===== config.mk =====
export PLATFORM = sky130hd
export DESIGN_NAME = iir_out_stage
export DESIGN_NICKNAME = d
export VERILOG_FILES = /design/src/rtl/iir_pkg.sv /design/src/rtl/iir_out_fifo2.sv /design/src/rtl/iir_out_stage.sv
export SDC_FILE = /design/constraint.sdc
export NUM_CORES = 1
export LEC_CHECK = 0
export ABC_CLOCK_PERIOD_IN_PS = 5340
export CAP_MARGIN = 20
export CORE_MARGIN = 2
export CORE_UTILIZATION = 57
export DETAILED_ROUTE_END_ITERATION = 8
export PLACE_DENSITY = 0.9
export SLEW_MARGIN = 20
export SYNTH_ARGS = -nofsm -noshare
export SYNTH_HDL_FRONTEND = slang
export SYNTH_SLANG_ARGS = --single-unit

===== constraint.sdc =====
create_clock -name clk -period 5.34 [get_ports clk]
set_input_delay 0.801 -clock clk [delete_from_list [all_inputs] [get_ports clk]]
set_output_delay 0.801 -clock clk [all_outputs]
set_load 0.02 [all_outputs]

===== src/rtl/iir_pkg.sv =====
// Shared constants, sample type and quantiser for the IIR output path.
package iir_pkg;

  localparam int IN_W     = 22;
  localparam int IN_FRAC  = 14;
  localparam int OUT_W    = 16;
  localparam int OUT_FRAC = 12;
  localparam int RND_W    = IN_W - (IN_FRAC - OUT_FRAC) + 1;

  localparam logic signed [OUT_W-1:0] SAT_POS = 16'sh7FFF;
  localparam logic signed [OUT_W-1:0] SAT_NEG = 16'sh8000;

  localparam logic signed [RND_W-1:0] RND_MAX = 21'sd32767;
  localparam logic signed [RND_W-1:0] RND_MIN = -21'sd32768;

  // Quantised sample travelling through the output buffer.
  typedef struct packed {
    logic             sat;
    logic [OUT_W-1:0] data;
  } q_sample_t;

  // Round to nearest (ties up) from En14 to En12, then clamp to 16 bits.
  // The rounding add is done one bit wider than the input so it cannot wrap.
  function automatic q_sample_t quantise(input logic signed [IN_W-1:0] x);
    logic signed [IN_W:0]    sum_s;
    logic signed [RND_W-1:0] rnd_s;
    q_sample_t               q_s;
    sum_s = {x[IN_W-1], x} + 23'sd2;
    rnd_s = sum_s[IN_W:2];
    if (rnd_s > RND_MAX) begin
      q_s.data = SAT_POS;
      q_s.sat  = 1'b1;
    end else if (rnd_s < RND_MIN) begin
      q_s.data = SAT_NEG;
      q_s.sat  = 1'b1;
    end else begin
      q_s.data = rnd_s[OUT_W-1:0];
      q_s.sat  = 1'b0;
    end
    return q_s;
  endfunction

endpackage


===== src/rtl/iir_out_fifo2.sv =====
// Generic two-entry valid/ready FIFO with a global clock enable.
// Ready and valid depend only on the occupancy register.
module iir_out_fifo2 #(
  parameter int W = 17
) (
  input  logic         clk,
  input  logic         reset_n,
  input  logic         en,
  input  logic         push_valid,
  output logic         push_ready,
  input  logic [W-1:0] push_data,
  output logic         pop_valid,
  input  logic         pop_ready,
  output logic [W-1:0] pop_data
);

  logic [W-1:0] mem0_r;
  logic [W-1:0] mem1_r;
  logic         wr_ptr_r;
  logic         rd_ptr_r;
  logic [1:0]   cnt_r;
  logic         push_fire_s;
  logic         pop_fire_s;

  assign push_ready  = (cnt_r != 2'd2);
  assign pop_valid   = (cnt_r != 2'd0);
  assign pop_data    = rd_ptr_r ? mem1_r : mem0_r;
  assign push_fire_s = push_valid & push_ready & en;
  assign pop_fire_s  = pop_valid & pop_ready & en;

  // Storage, single-bit wrapping pointers and occupancy update.
  always_ff @(posedge clk or negedge reset_n) begin
    if (!reset_n) begin
      mem0_r   <= {W{1'b0}};
      mem1_r   <= {W{1'b0}};
      wr_ptr_r <= 1'b0;
      rd_ptr_r <= 1'b0;
      cnt_r    <= 2'd0;
    end else if (en) begin
      if (push_fire_s) begin
        if (wr_ptr_r) begin
          mem1_r <= push_data;
        end else begin
          mem0_r <= push_data;
        end
        wr_ptr_r <= ~wr_ptr_r;
      end
      if (pop_fire_s) begin
        rd_ptr_r <= ~rd_ptr_r;
      end
      case ({push_fire_s, pop_fire_s})
        2'b10:   cnt_r <= cnt_r + 2'd1;
        2'b01:   cnt_r <= cnt_r - 2'd1;
        default: cnt_r <= cnt_r;
      endcase
    end
  end

endmodule


===== src/rtl/iir_out_stage.sv =====
// IIR output stage: quantise the final adder sum to sfix16_En12, buffer it
// in a two-entry FIFO and count samples that had to be saturated.
module iir_out_stage
  import iir_pkg::*;
#(
  parameter int SAT_CNT_W = 16
) (
  input  logic                 clk,
  input  logic                 reset_n,
  input  logic                 clk_enable,
  input  logic                 in_valid,
  input  logic [IN_W-1:0]      in_data,
  output logic                 in_ready,
  output logic                 out_valid,
  output logic [OUT_W-1:0]     out_data,
  input  logic                 out_ready,
  output logic                 sat_flag,
  input  logic                 sat_clear,
  output logic [SAT_CNT_W-1:0] sat_count
);

  q_sample_t              q_s;
  q_sample_t              head_s;
  logic                   in_fire_s;
  logic [SAT_CNT_W-1:0]   sat_cnt_r;

  assign q_s       = quantise(in_data);
  assign in_fire_s = in_valid & in_ready & clk_enable;
  assign out_data  = head_s.data;
  assign sat_flag  = head_s.sat;
  assign sat_count = sat_cnt_r;

  iir_out_fifo2 #(
    .W ($bits(q_sample_t))
  ) u_fifo (
    .clk        (clk),
    .reset_n    (reset_n),
    .en         (clk_enable),
    .push_valid (in_valid),
    .push_ready (in_ready),
    .push_data  (q_s),
    .pop_valid  (out_valid),
    .pop_ready  (out_ready),
    .pop_data   (head_s)
  );

  // Saturation event counter: clear wins over increment, sticks at all-ones.
  always_ff @(posedge clk or negedge reset_n) begin
    if (!reset_n) begin
      sat_cnt_r <= {SAT_CNT_W{1'b0}};
    end else if (clk_enable) begin
      if (sat_clear) begin
        sat_cnt_r <= {SAT_CNT_W{1'b0}};
      end else if (in_fire_s && q_s.sat && (sat_cnt_r != {SAT_CNT_W{1'b1}})) begin
        sat_cnt_r <= sat_cnt_r + {{(SAT_CNT_W-1){1'b0}}, 1'b1};
      end
    end
  end

endmodule


Yosys cells after proc, flatten, opt, wreduce, memory -nomap -nowiden
Cells that the tools add are included.
W data, S select, Z words.
{"block": "classes", "n_addsub": 4, "magnitude_cmp": 2, "eq_ne": 4, "n_mux": 6, "n_bitwise": 6, "n_reduce_logical": 11}
{"op": "$mux W17", "n": 3}
{"op": "$mux W16", "n": 2}
{"op": "$add A22 B3 Y23 const B", "n": 1}
{"op": "$gt A21 B16 Y1 const B", "n": 1}
{"op": "$lt A21 B16 Y1 const B", "n": 1}
{"op": "$add A16 B1 Y16 const B", "n": 1}
{"op": "$ne A16 B16 Y1 const B", "n": 1}
{"op": "$reduce_and A2 Y1", "n": 4}
{"op": "$reduce_and A3 Y1", "n": 2}
{"op": "$reduce_bool A2 Y1", "n": 3}
{"op": "$and A1 B1 Y1", "n": 4}
{"op": "$pmux W2 S2", "n": 1}
{"op": "$add A2 B1 Y2 const B", "n": 1}
{"op": "$eq A2 B1 Y1 const B", "n": 1}
{"op": "$eq A2 B2 Y1 const B", "n": 1}
{"op": "$logic_and A1 B1 Y1", "n": 2}
{"op": "$ne A2 B2 Y1 const B", "n": 1}
{"op": "$not A1 Y1", "n": 2}
{"op": "$sub A2 B1 Y2 const B", "n": 1}
{"block": "totals", "regBits": 54, "in_bits": 28, "out_inout_bits": 35, "elab_cells": 39}

Longest topological paths before layout
Gate-level depths: netlist of run 1.
{"block": "logic_depth", "word_depth": 8, "ltp_mapped": 9, "mapped_depth_nobuf": 8}

Cells and area by module
Synthesis of run 1 repeated with hierarchy kept, for this count alone.
{"block": "unflattened", "cells_unflattened": 299, "hier_area_um2": 3291.9}
{"mod": "iir_out_fifo2", "n_inst": 1, "cells_per_inst": 108, "area_per_inst_um2": 1744.2}
{"mod": "iir_out_stage", "n_inst": 1, "cells_per_inst": 191, "area_per_inst_um2": 1547.7}

Least setup slack after synthesis of run 1
OpenSTA, ideal clock, no wires.
{"block": "synth_timing", "path_type": "input-to-reg", "startpoint": "in clk_enable", "endpoint": "reg u_fifo.mem0_r[1]", "setup_ns": 0.125, "arrival_time_ns": 2.509, "t_required_ns": 5.215, "path_slack_ns": 2.706, "stages": 6, "cell_sequence": "clkbuf_1 and3_2 inv_1 nor2_1 clkbuf_1 mux2_2"}
{"block": "synth_between", "elab_chain_len": 2}
{"element": "from (decl)", "line": "iir_out_stage.sv:10", "rtl": "input logic clk_enable,"}
{"element": "$and A1 B1 Y1", "line": "iir_out_fifo2.sv:28", "rtl": "assign push_fire_s = push_valid & push_ready & en;"}
{"element": "$reduce_and A3 Y1 (no line) *"}
{"element": "to (signal assigned)", "line": "iir_out_fifo2.sv:34", "rtl": "mem0_r <= {W{1'b0}};"}
{"element": "to (signal assigned)", "line": "iir_out_fifo2.sv:44", "rtl": "mem0_r <= push_data;"}
{"element": "to (decl)", "line": "iir_out_fifo2.sv:17", "rtl": "logic [W-1:0] mem0_r;"}
Every way passes the cells marked *; elsewhere a longest branch is shown, timed or not.
A chain may end at the register's enable or synchronous reset.

Worst setup path in the final report of run 1
{"block": "layout_timing", "startpoint": "in in_data[10]", "endpoint": "reg u_fifo.mem0_r[9]"}
{"block": "layout_between", "elab_chain_len": 4}
{"element": "from (decl)", "line": "iir_out_stage.sv:12", "rtl": "input logic [IN_W-1:0] in_data,"}
{"element": "$add A22 B3 Y23 *", "line": "iir_pkg.sv:28", "rtl": "sum_s = {x[IN_W-1], x} + 23'sd2;"}
{"element": "$lt A21 B16 Y1", "line": "iir_pkg.sv:33", "rtl": "end else if (rnd_s < RND_MIN) begin"}
{"element": "$mux W17", "line": "iir_pkg.sv:33"}
{"element": "$mux W17 *", "line": "iir_pkg.sv:30", "rtl": "if (rnd_s > RND_MAX) begin"}
Marks and branches as above.

==> impl_metrics.toml, run 1 <==
[routing]
drt-vias-per-instance = 6.17
initialDrtViolationCount = 194
topRoutingLayerUsed = "met4"
drt_drc_violations_left = 0
met3_length_um = 449
antenna_left = 0
wl_per_cell_um = 17.4
drt-met1-wl_um = 3410
dr_wl_met2_um = 4060
vias = 2859
drt_wl_total_um = 8040
firstDrtPassIters = 5

[clock_tree]
cts_tree = "done"
postCtsSetupBuffers = 0
clk_pin_slew_ns = 0.09
cts-root-buf = "clkbuf_8"
cts_buffer_depth = 2
clk_latency_ns = 0.31
hold_buffers = 0
cts_max_level = 2
cts_buffers = 5
clkSinkCount = 54
cts_resized = 0

[place]
port_buffers = 61
gp_congestion = 0.915
place_hpwl_um = 5900

[finish]
syn_to_final_growth_pct = 21.9
layout_commonest_cell = "clkdlybuf4s50_1"
nNetsFinal = 418
antenna_cells = 0
layout-drive-gt1-share_pct = 19.8
final_cell_mix = "clkdlybuf4s50_1, dfrtp_1, mux2_2, nand2_1, nor2_1"

[outcome]
status = "finished, final reports clean"

[sta]
final.setup.tns_ns = 0
rsz0062_at_grt = "false"
fin_crit_ns = 3.37
post-route-period-util_pct = 63.1
finalHoldViolCount = 0
maxSlewViolCount = 0
slew_headroom_pct = 45.0
setup_violations = 0
tightest_slew_ns = 0.825
fin_hold_ws_ns = 0.490
skew_ns = 0.00490
max_freq_mhz = 297

[synthesis]
synthesis.nets = 361
synth.avg_cell_area_um2 = 10.2
synth_ff_type = "dfrtp_1"
ys_types = 61
syn_area_um2 = 3380
seq_area_frac_synth_pct = 40.0
yosys_warnings = 0
syn_inst = 330
synth_seq_cells = 54
async_flop_share_pct = 100
synth-edff-count = 0

[power_and_ir_drop]
p_leak_uw = 0.00158
ir_worst_vdd_mv = 0.422
pwr_density_cell_nw_per_um2 = 439

[critical_path]
ff2ff_path_depth = 7
path_cells = "clkdlybuf4s50_1, nand4_4, nor4_4, nand4_1, a32o_2, a21oi_2, o21ai_0, mux2_2"
crit_slowest_cell = "clkdlybuf4s50_1"
cpPeakStageDelay_ns = 0.58
worst-r2r-setup-slack_ns = 2.85
cp_max_fo = 15
r2r_end = "sat_count[4]$_DFFE_PN0P_"
worstSetupPathType = "primary input to flop"
endpoint_kind = "flop"
crit-reg2reg-launch = "sat_count[3]$_DFFE_PN0P_"
cp.required_ns = 5.54
start_kind = "primary input"
cp.arrival_ns = 3.57

[die]
die_area_um2 = 6560
die_h_um = 81
ios = 63
die_w_um = 81
initial_core_util_pct = 58.1
rows = 28
core_um2 = 5820

[worst_hold_path]
hold_class = "flop to flop"
worstHoldPathCells = 2
hold_start = "u_fifo.mem1_r[16]$_DFFE_PN0P_"
min_to = "u_fifo.mem1_r[16]$_DFFE_PN0P_"

[global_route]
grt_pass1_vias = 2791
antenna_found_initial = 0
grt_start_max_net_pins = 55
grt.total_usage_pct = 25.9
grt_pass1_wl_um = 13200
overflow = 0

[job]
cap_violations = 0
==> routing by layer <==
metal  track usage [%]  vias up
li1                  -     1338
met1              33.2     1401
met2              44.5      106
met3              5.11       14
met4              7.29        0
met5                 0        -
==> area by class of cell <==
class                      instances  area [µm²]
sequential                        54        1350
tap                               75        93.8
multi-input combinational        252        1910
clock buffer                       7        76.3
clock inverter                     1        30.0
timing repair buffer              63         621
inverter                          11        41.3
fill                             448        1700
==> flip-flops by register name (all words and copies together) (netlist names) <==
register / flops
sat_count: 16
u_fifo.cnt_r: 2
u_fifo.mem0_r: 17
u_fifo.mem1_r: 17
u_fifo.rd_ptr_r: 1
u_fifo.wr_ptr_r: 1
==> cell usage after synthesis (all sizes together) (5+ instances only) <==
cell type	instances	area share (%)
nand3	16	2.4
xor2	7	1.8
inv	11	1.2
clkbuf	7	1.1
o21ai	22	3.6
mux2	45	15
and3	10	1.9
nand2	28	3.1
xnor2	14	3.6
nand4	12	3.1
nor4	6	1.9
nor2	19	2.2
dfrtp	54	40
nand2b	5	0.93
buf	5	0.96
a21oi	6	1.0
==> cells by family (layout without fill, tap and decap cells) <==
family | Yosys count | count (layout) | synth area share (%)
AO/OA/AOI/OAI | 60 | 60 | 13.6
AND/OR/NAND/NOR | 120 | 120 | 20.4
buffers and inverters | 24 | 82 | 3.59
multiplexers | 48 | 48 | 15.9
XOR/XNOR | 21 | 21 | 5.44
adder cells (fa/ha/maj) | 3 | 3 | 1.11
flip-flops | 54 | 54 | 40.0
==> where the power goes <==
group          switching, µW  internal, µW  total (µW)
Sequential               127           565         693
Clock                    138           141         278
Combinational            378           459         837
==> worst max-delay path: cells and delay by family <==
kind	cells	cell delay [ns]
AOI/OAI and AO/OA	3	1.16
buffers and inverters	1	0.58
muxes	1	0.34
and+or+nand+nor	3	0.68
==> per-stage QoR <==
stage | total power [µW] | util, % | worst slack (ns) | cells | cell area [µm²]
6_report | 1810 | 70.8 | 1.97 | 463 | 4120
2_1_floorplan | 1180 | - | 2.71 | 330 | 3380
3_5_place_dp | 1540 | 69.0 | 1.67 | 455 | 4010
5_1_grt | 1910 | 70.8 | 1.80 | 463 | 4120
3_3_place_gp | 1500 | 69.0 | 1.73 | 455 | 4010
4_1_cts | 1820 | 70.8 | 2.00 | 463 | 4120
==> how the worst max path moves through the flow <==
| stage | from | to | depth (start not counted) |
|---|---|---|---|
| 2_1_floorplan | clk_enable | u_fifo.mem0_r[1]$_DFFE_PN0P_ | 6 |
| 3_3_place_gp | in_data[10] | u_fifo.mem0_r[9]$_DFFE_PN0P_ | 8 |
| 3_5_place_dp | in_data[9] | u_fifo.mem0_r[9]$_DFFE_PN0P_ | 8 |
| 4_1_cts | in_data[9] | u_fifo.mem0_r[9]$_DFFE_PN0P_ | 8 |
| 5_1_grt | in_data[1] | u_fifo.mem0_r[9]$_DFFE_PN0P_ | 9 |
| 6_report | in_data[10] | u_fifo.mem0_r[9]$_DFFE_PN0P_ | 8 |
No activity file was read; power rests on OpenSTA's default activity.
==> inputs of run 2 (changes only) <==
Settings changed: ABC_CLOCK_PERIOD_IN_PS 5340 to 3350, CORE_UTILIZATION 57 to 53, PLACE_DENSITY 0.9 to 0.85.
Clock period 5.34 ns to 3.35 ns, I/O delays scaled along.
==> run 2 against run 1 <==
Compared with the run above:
- worst hold slack worse by 0.40 ns
- count of clock-buffer cells in the layout stayed put
- flip-flop and latch count stayed put
- combinational power is 60% higher
- global-route usage is 2.9 points lower
- core utilization is 4.3 points lower
- critical path type unchanged
- highest routed layer unchanged
==> impl_metrics.toml, run 2 (synthesis results as in run 1) <==
[sta]
fin_hold_ws_ns = 0.0946
post-route-period-util_pct = 85.7
tightest_slew_ns = 0.807
setup_violations = 0
slew_headroom_pct = 46.2
final.setup.tns_ns = 0
fin_ws_ns = 0.478
fin_crit_ns = 2.87
rsz0062_at_grt = "false"
max_freq_mhz = 348
maxSlewViolCount = 0
skew_ns = 0.00768
finalHoldViolCount = 0

[global_route]
grt.total_usage_pct = 23.0
grt_pass1_wl_um = 13200
grt_busiest_layer = "met2"
grtUsageMet2_pct = 38.8
overflow = 0
grt_start_max_net_pins = 39
grt_pass1_vias = 2778
use_met3_pct = 3.56
antenna_found_initial = 0
use_met1_pct = 30.4

[clock_tree]
clk_pin_slew_ns = 0.10
cts-root-buf = "clkbuf_8"
postCtsSetupBuffers = 0
cts_resized = 0
cts_buffer_depth = 2
clkSinkCount = 54
hold_buffers = 0
cts_buffers = 5
cts_tree = "done"
cts_max_level = 2
clk_latency_ns = 0.31

[critical_path]
path_cells = "clkdlybuf4s50_1, ha_1, nand3_1, nor4_1, xnor2_1, o21ai_2, o21ai_2, buf_4, o21ai_1, mux2_2"
worstSetupPathType = "primary input to flop"
cpPeakStageDelay_ns = 0.55
crit-reg2reg-launch = "sat_count[3]$_DFFE_PN0P_"
r2r_end = "sat_count[4]$_DFFE_PN0P_"
crit_slowest_cell = "clkdlybuf4s50_1"
worst-r2r-setup-slack_ns = 0.91
start_kind = "primary input"
cp_max_fo = 9
ff2ff_path_depth = 7
endpoint_kind = "flop"
cp.required_ns = 3.54
cpMostUsedCell = "o21ai_2"
cp.arrival_ns = 3.06

[job]
cap_violations = 0

[finish]
final_cell_mix = "clkdlybuf4s50_1, dfrtp_1, mux2_2, nand2_1, nor2_1"
antenna_cells = 0
fillers = 483
design_area_um2 = 4150
layout-drive-gt1-share_pct = 21.3
layout_commonest_cell = "clkdlybuf4s50_1"
nNetsFinal = 424
syn_to_final_growth_pct = 22.9

[power_and_ir_drop]
pwr-share-clk_pct = 13.3
power.switching_uw = 1000
swShare_pct = 35.7
p_int_uw = 1800
power_frac_seq_pct = 38.9
pwr-share-comb_pct = 47.7
p_leak_uw = 0.00160
pwr_density_cell_nw_per_um2 = 676
ir_worst_vdd_mv = 0.513

[routing]
drt-vias-per-instance = 5.96
drt_wl_total_um = 7720
firstDrtPassIters = 4
wl_per_cell_um = 16.4
antenna_left = 0
drt_drc_violations_left = 0
initialDrtViolationCount = 139
vias = 2809

[die]
core_um2 = 6240
ios = 63
initial_core_util_pct = 54.1
die_h_um = 83.9
die_w_um = 83.9
rows = 29
die_area_um2 = 7030

[place]
gp_congestion = 0.881
dpl_cell_area_um2 = 4060
port_buffers = 61
place_hpwl_um = 5740
place_ws_ns = 0.199

[worst_hold_path]
hold_class = "primary input to async pin"

[outcome]
status = "finished, final reports clean"
[run 2: power by group through the flow]
stage | registers, µW | clock network, µW | logic, µW
final | 1090 | 374 | 1340
after global placement | 1090 | 0 | 1310
after detailed placement | 1110 | 0 | 1350
after floorplan | 1040 | 0 | 843
after CTS | 1100 | 383 | 1350
after global routing | 1140 | 407 | 1430
[run 2: worst max path at each step]
stage,start,end,slack [ns],depth (start not counted)
3_5_place_dp,in_data[10],u_fifo.mem0_r[4]$_DFFE_PN0P_,0.20,9
2_1_floorplan,clk_enable,u_fifo.mem0_r[1]$_DFFE_PN0P_,1.01,6
3_3_place_gp,in_data[10],u_fifo.mem0_r[4]$_DFFE_PN0P_,0.24,9
4_1_cts,in_data[10],u_fifo.mem0_r[4]$_DFFE_PN0P_,0.53,9
5_1_grt,in_data[2],u_fifo.mem0_r[4]$_DFFE_PN0P_,0.34,10
6_report,in_data[2],u_fifo.mem0_r[4]$_DFFE_PN0P_,0.48,10
[run 2: worst max-delay path: cells and delay by family]
kind / cells / cell delay, ns
mux: 1 / 0.27
xor+xnor: 1 / 0.24
fa+ha+maj: 1 / 0.25
buf+inv: 2 / 0.76
compound gates: 3 / 0.55
simple gates: 2 / 0.48
[run 2: layout make-up]
type / count / area [µm²] / share of cell area, %
well taps: 77 / 96.3 / 2.32
inverters: 11 / 41.3 / 0.994
flip-flops and latches: 54 / 1350 / 32.5
clock inverters: 1 / 5.00 / 0.121
repair buffers: 69 / 666 / 16.0
multi-input cells: 252 / 1910 / 45.9
clock buffers: 7 / 86.3 / 2.08
[run 2: per-stage QoR]
stage / utilization (%) / power [µW] / std cells
floorplan: - / 1890 / 330
global placement: 65.1 / 2400 / 463
detailed placement: 65.1 / 2460 / 463
CTS: 66.5 / 2830 / 471
global route: 66.5 / 2970 / 471
finish: 66.5 / 2810 / 471
[run 2: layer usage]
layer	routed length (µm)	share of wire, %
met1	3440	45
met2	3790	49
met3	379	4.9
met4	114	1.5
met5	0	0
==> RTL change 1: new RTL, settings of run 2 <==
Make the reset (`reset_n`) synchronous in 2 clocked blocks.
--- a/src/rtl/iir_out_fifo2.sv
+++ b/src/rtl/iir_out_fifo2.sv
@@ -29,7 +29,7 @@
   assign pop_fire_s  = pop_valid & pop_ready & en;
 
   // Storage, single-bit wrapping pointers and occupancy update.
-  always_ff @(posedge clk or negedge reset_n) begin
+  always_ff @(posedge clk) begin
     if (!reset_n) begin
       mem0_r   <= {W{1'b0}};
       mem1_r   <= {W{1'b0}};
--- a/src/rtl/iir_out_stage.sv
+++ b/src/rtl/iir_out_stage.sv
@@ -45,7 +45,7 @@
   );
 
   // Saturation event counter: clear wins over increment, sticks at all-ones.
-  always_ff @(posedge clk or negedge reset_n) begin
+  always_ff @(posedge clk) begin
     if (!reset_n) begin
       sat_cnt_r <= {SAT_CNT_W{1'b0}};
     end else if (clk_enable) begin
Check against the original RTL: differs if reset_n is asserted again (counterexample within 4 cycles, from zero or initial values and one cycle with reset_n low); with reset_n held inactive, the same outputs for 4 cycles.
==> RTL change 1 against run 2 <==
Sequential share of layout area decreased by 4.8 points. Cell area shrank 6.2%. Worst setup slack got worse by 0.054 ns. Count of clock-buffer cells in the layout decreased by 2. Sequential cell count unchanged. Area after synthesis down 8.8%. Routed wire length fell by 0.87%. Critical path type unchanged.
Power is not compared: it rests on default switching activity, and its combinational part moved more than twofold at a synthesized area within 25%.
==> RTL change 1: results (changes against run 2) <==
stage,metric,value,unit,change
layout,FF+latch area,0.001081,mm²,-20%
worst_setup_path,CP Max Fanout,23,,+14
worst_setup_path,max incr delay on CP,0.57,ns,+0.02 ns
worst_setup_path,data arrival time of the critical path,3.17,ns,+0.11 ns
routing,total met2 wirelength after detailed routing,3.800,mm,+0.40%
sta,Max Clock Skew,0.01265,ns,+0.004971 ns
yosys,proportion of synthesized chip area in sequential cells,0.3506,,-0.04920
placed_design,minimum setup slack after placement,-0.07139,ns,-0.2708 ns
worst_setup_path,slowest cell on the critical path,or4_1,,
yosys,synthesized netlist net count,413,,+14%
global_route,global-route met3 utilization,0.03371,,-0.001900
layout,Final Util,0.6990,,+0.03359
yosys,xor and xnor fraction of the mapped netlist area,0.05398,,-0.0004470
status,status,"finished, final reports clean",,
yosys,"FFs w/ async S/R, synth",0,,-1.000
layout,"number of standard cells in the layout, taps in and fillers out",514,,+9.1%
layout,count of nets after finishing,472,,+11%
layout,comb_multi_in,301,,+19%
placed_design,placed cell count,506,,+9.3%
pwr,final total power,1392,µW,
placed_design,total placed instance area,0.003772,mm²,-7.1%
global_route,maximum number of pins on one net before global-route repair,31,,-21%
global_route,vias in the first global route,2766,,-0.43%
placed_design,routability-driven placement congestion ratio,0.8863,,+0.61%
routing,DR WL/cell,14.89,µm,-9.2%
worst_setup_path,gate family responsible for the most delay along the worst path,simple AND/OR/NAND/NOR gates,,
yosys,cell types with the largest area share after synthesis,"dfxtp_1 35%, mux2_2 6.2%, a21oi_1 6.0%",,
routing,initial DRC count,240,,+73%
min_path,worst min-delay path category,reg2reg,,
routing,vias per cell,5.916,,-0.80%
layout,fraction of area in clock buffers and inverters,0.03019,,+0.008192
layout,final-layout fill cell count,456,,-5.6%
yosys,post-synthesis instance total,382,,+16%
yosys,"synthesized-area fraction occupied by ao, oa, aoi and oai cells",0.1660,,+0.03011
routing,total routed wire length on the met1 layer,3.368,mm,-2.1%
layout,layout buffer count excluding clock buffers,75,,+8.7%
==> RTL change 1: cell count changes after synthesis, sizes merged, moves of 7 or more <==
cell	run 2	this run
mux2	45	17
a21oi	6	37
nor2	19	39
o31ai	3	12
o21ai	22	33
dfrtp	54	0
dfxtp	0	54
inv	11	4
and2	1	8
==> RTL change 1: final timing paths <==
path	start	end	slack (ns)	depth (start not counted)
worst max-delay path	in_data[5]	sat_count[2]$_SDFFE_PN0P_	0.42	10
worst min-delay path	u_fifo.mem1_r[11]$_SDFFE_PN0P_	u_fifo.mem1_r[11]$_SDFFE_PN0P_	0.47	2
worst max register to register	u_fifo.cnt_r[0]$_SDFFE_PN0P_	sat_count[13]$_SDFFE_PN0P_	1.24	7
worst min register to register	u_fifo.mem1_r[11]$_SDFFE_PN0P_	u_fifo.mem1_r[11]$_SDFFE_PN0P_	0.47	2
==> RTL change 1: logic make-up after synthesis <==
logic type      count (synthesis)
mux                            26
xor+xnor                       19
simple gates                  163
fa+ha+maj                       3
buf+inv                        27
flops                          54
compound gates                 90
==> RTL change 2: new RTL, config.mk and constraints of run 2 <==
Made on the original files. Change the parameter `SAT_CNT_W` from 16 to 32.
--- a/src/rtl/iir_out_stage.sv
+++ b/src/rtl/iir_out_stage.sv
@@ -3,7 +3,7 @@
 module iir_out_stage
   import iir_pkg::*;
 #(
-  parameter int SAT_CNT_W = 16
+  parameter int SAT_CNT_W = 32
 ) (
   input  logic                 clk,
   input  logic                 reset_n,
Ports: changed (resized sat_count); port bits go from 63 to 79. No check against the original RTL was run, so the function may have changed too.
==> RTL change 2 against run 2 <==
Cell area increased by 21%. Via count increased by 23%. Synthesized cell count increased by 26%. Area after synthesis increased by 17%. Worst setup slack got worse by 0.12 ns. Core utilization increased by 2.5 points. Critical path depth unchanged. Sequential cell count increased by 16. Power increased by 9.6%. Non-clock buffer count increased by 21. Global-route usage increased by 1.7 points. Routed wire length increased by 23%. Critical path type unchanged. Critical endpoint is now sat_count[31]$_DFFE_PN0P_. Highest routed layer unchanged.
==> RTL change 2: results (changes against run 2) <==
stage,metric,value,unit,change
clock_tree,number of H-tree branching levels,3,,+1
yosys,number of distinct library cells after synthesis,55,,-9.8%
sta,Max Clock Skew,0.007652,ns,-0.00002578 ns
sta,highest attainable clock frequency,334.3,MHz,-4.0%
worst_setup_path,gate family responsible for the most delay along the worst path,simple AND/OR/NAND/NOR gates,,
layout,fraction of layout cells with a size suffix above 1,0.1409,,-0.07232
placed_design,input/output buffers,77,,+26%
clock_tree,number of buffers added by the clock tree synthesis step,9,,+4
placed_design,total placed instance area,0.004857,mm²,+20%
pwr,Peak supply drop,0.2832,mV,-45%
worst_setup_path,max incr delay on CP,0.57,ns,+0.02 ns
yosys,cell types with the largest area share after synthesis,"dfrtp_1 44%, xnor2_1 6.6%, mux2_2 6.5%",,
yosys,mux cell area share after synthesis,0.07055,,-0.08828
worst_setup_path,worst reg2reg setup slack,0.66,ns,-0.25 ns
routing,initial DRC count,179,,+29%
worst_setup_path,worst reg-to-reg path cell count,9,,+2
yosys,post-synthesis average cell area,9.485,µm²,-7.4%
routing,number of vias after detailed routing,3449,,+23%
worst_setup_path,critical path launch point,in_data[1],,
placed_design,placed cell count,588,,+27%
global_route,global-route usage over all layers,0.2470,,+0.01733
worst_setup_path,data arrival time of the critical path,3.26,ns,+0.20 ns
yosys,proportion of synthesized chip area in sequential cells,0.4429,,+0.04305
global_route,first-pass GRT wire length,16.46,mm,+25%
status,status,"finished, final reports clean",,
layout,count of nets after finishing,531,,+25%
clock_tree,Clock transition at path regs,0.07,ns,-0.03 ns
global_route,maximum number of pins on one net before global-route repair,71,,+82%
yosys,xor and xnor fraction of the mapped netlist area,0.09744,,+0.04301
layout,"number of standard cells in the layout, taps in and fillers out",603,,+28%
yosys,"synthesized-area fraction occupied by ao, oa, aoi and oai cells",0.1095,,-0.02642
routing,DR WL/cell,15.69,µm,-4.3%
worst_setup_path,CP Max Fanout,7,,-2
placed_design,HPWL after DPL,6.700,mm,+17%
worst_setup_path,start of the worst register-to-register path,sat_count[0]$_DFFE_PN0P_,,
placed_design,routability-driven placement congestion ratio,0.8923,,+1.3%
pwr,LEAKAGE,0.002043,µW,+27%
worst_setup_path,last element of the critical path,sat_count[31]$_DFFE_PN0P_,,
yosys,Synth top cells by count,"70 x dfrtp_1, 55 x nand2_1, 34 x nor2_1",,
layout,final-layout fill cell count,565,,+17%
global_route,vias in the first global route,3425,,+23%
clock_tree,insertion delay to the later sink of the worst-skew pair,0.35,ns,+0.04 ns
RTL change 2: metal layers:
layer,vias up,share of wire,global-route usage
met3,16,0.052,0.03840
met4,0,0.016,0.1026
met2,120,0.50,0.4217
met1,1686,0.43,0.3140
met5,-,0,0
li1,1627,-,-
RTL change 2: power breakdown:
| group | internal [µW] | switching [µW] |
|---|---|---|
| sequential | 1080 | 183 |
| combinational | 642 | 598 |
| clock | 264 | 303 |
RTL change 2: kinds of logic (layout without fill, tap and decap cells):
| group | after synthesis | in the layout |
|---|---|---|
| mux | 25 | 25 |
| simple gates | 178 | 178 |
| buf+inv | 26 | 113 |
| flops | 70 | 70 |
| xor+xnor | 44 | 44 |
| compound gates | 71 | 71 |
| fa+ha+maj | 3 | 3 |
RTL change 2: area by class of cell:
type	count	area, µm²	area share
flip-flops and latches	70	1752	0.3499
repair buffers	90	863.3	0.1725
well taps	99	123.9	0.02474
inverters	8	30.03	0.005999
multi-input cells	321	2088	0.4171
clock inverters	2	10.01	0.002000
clock buffers	13	138.9	0.02774
RTL change 2: how the worst min path moves through the flow:
stage | startpoint | endpoint | slack, ns | cells past startpoint
2_1_floorplan | reset_n | sat_count[0]$_DFFE_PN0P_ | 0.21 | 0
3_5_place_dp | u_fifo.mem0_r[7]$_DFFE_PN0P_ | u_fifo.mem0_r[7]$_DFFE_PN0P_ | 0.47 | 2
4_1_cts | reset_n | u_fifo.mem1_r[3]$_DFFE_PN0P_ | 0.39 | 2
6_report | reset_n | u_fifo.mem1_r[3]$_DFFE_PN0P_ | 0.35 | 2
3_3_place_gp | u_fifo.mem1_r[10]$_DFFE_PN0P_ | u_fifo.mem1_r[10]$_DFFE_PN0P_ | 0.46 | 2
5_1_grt | reset_n | u_fifo.mem1_r[3]$_DFFE_PN0P_ | 0.44 | 2
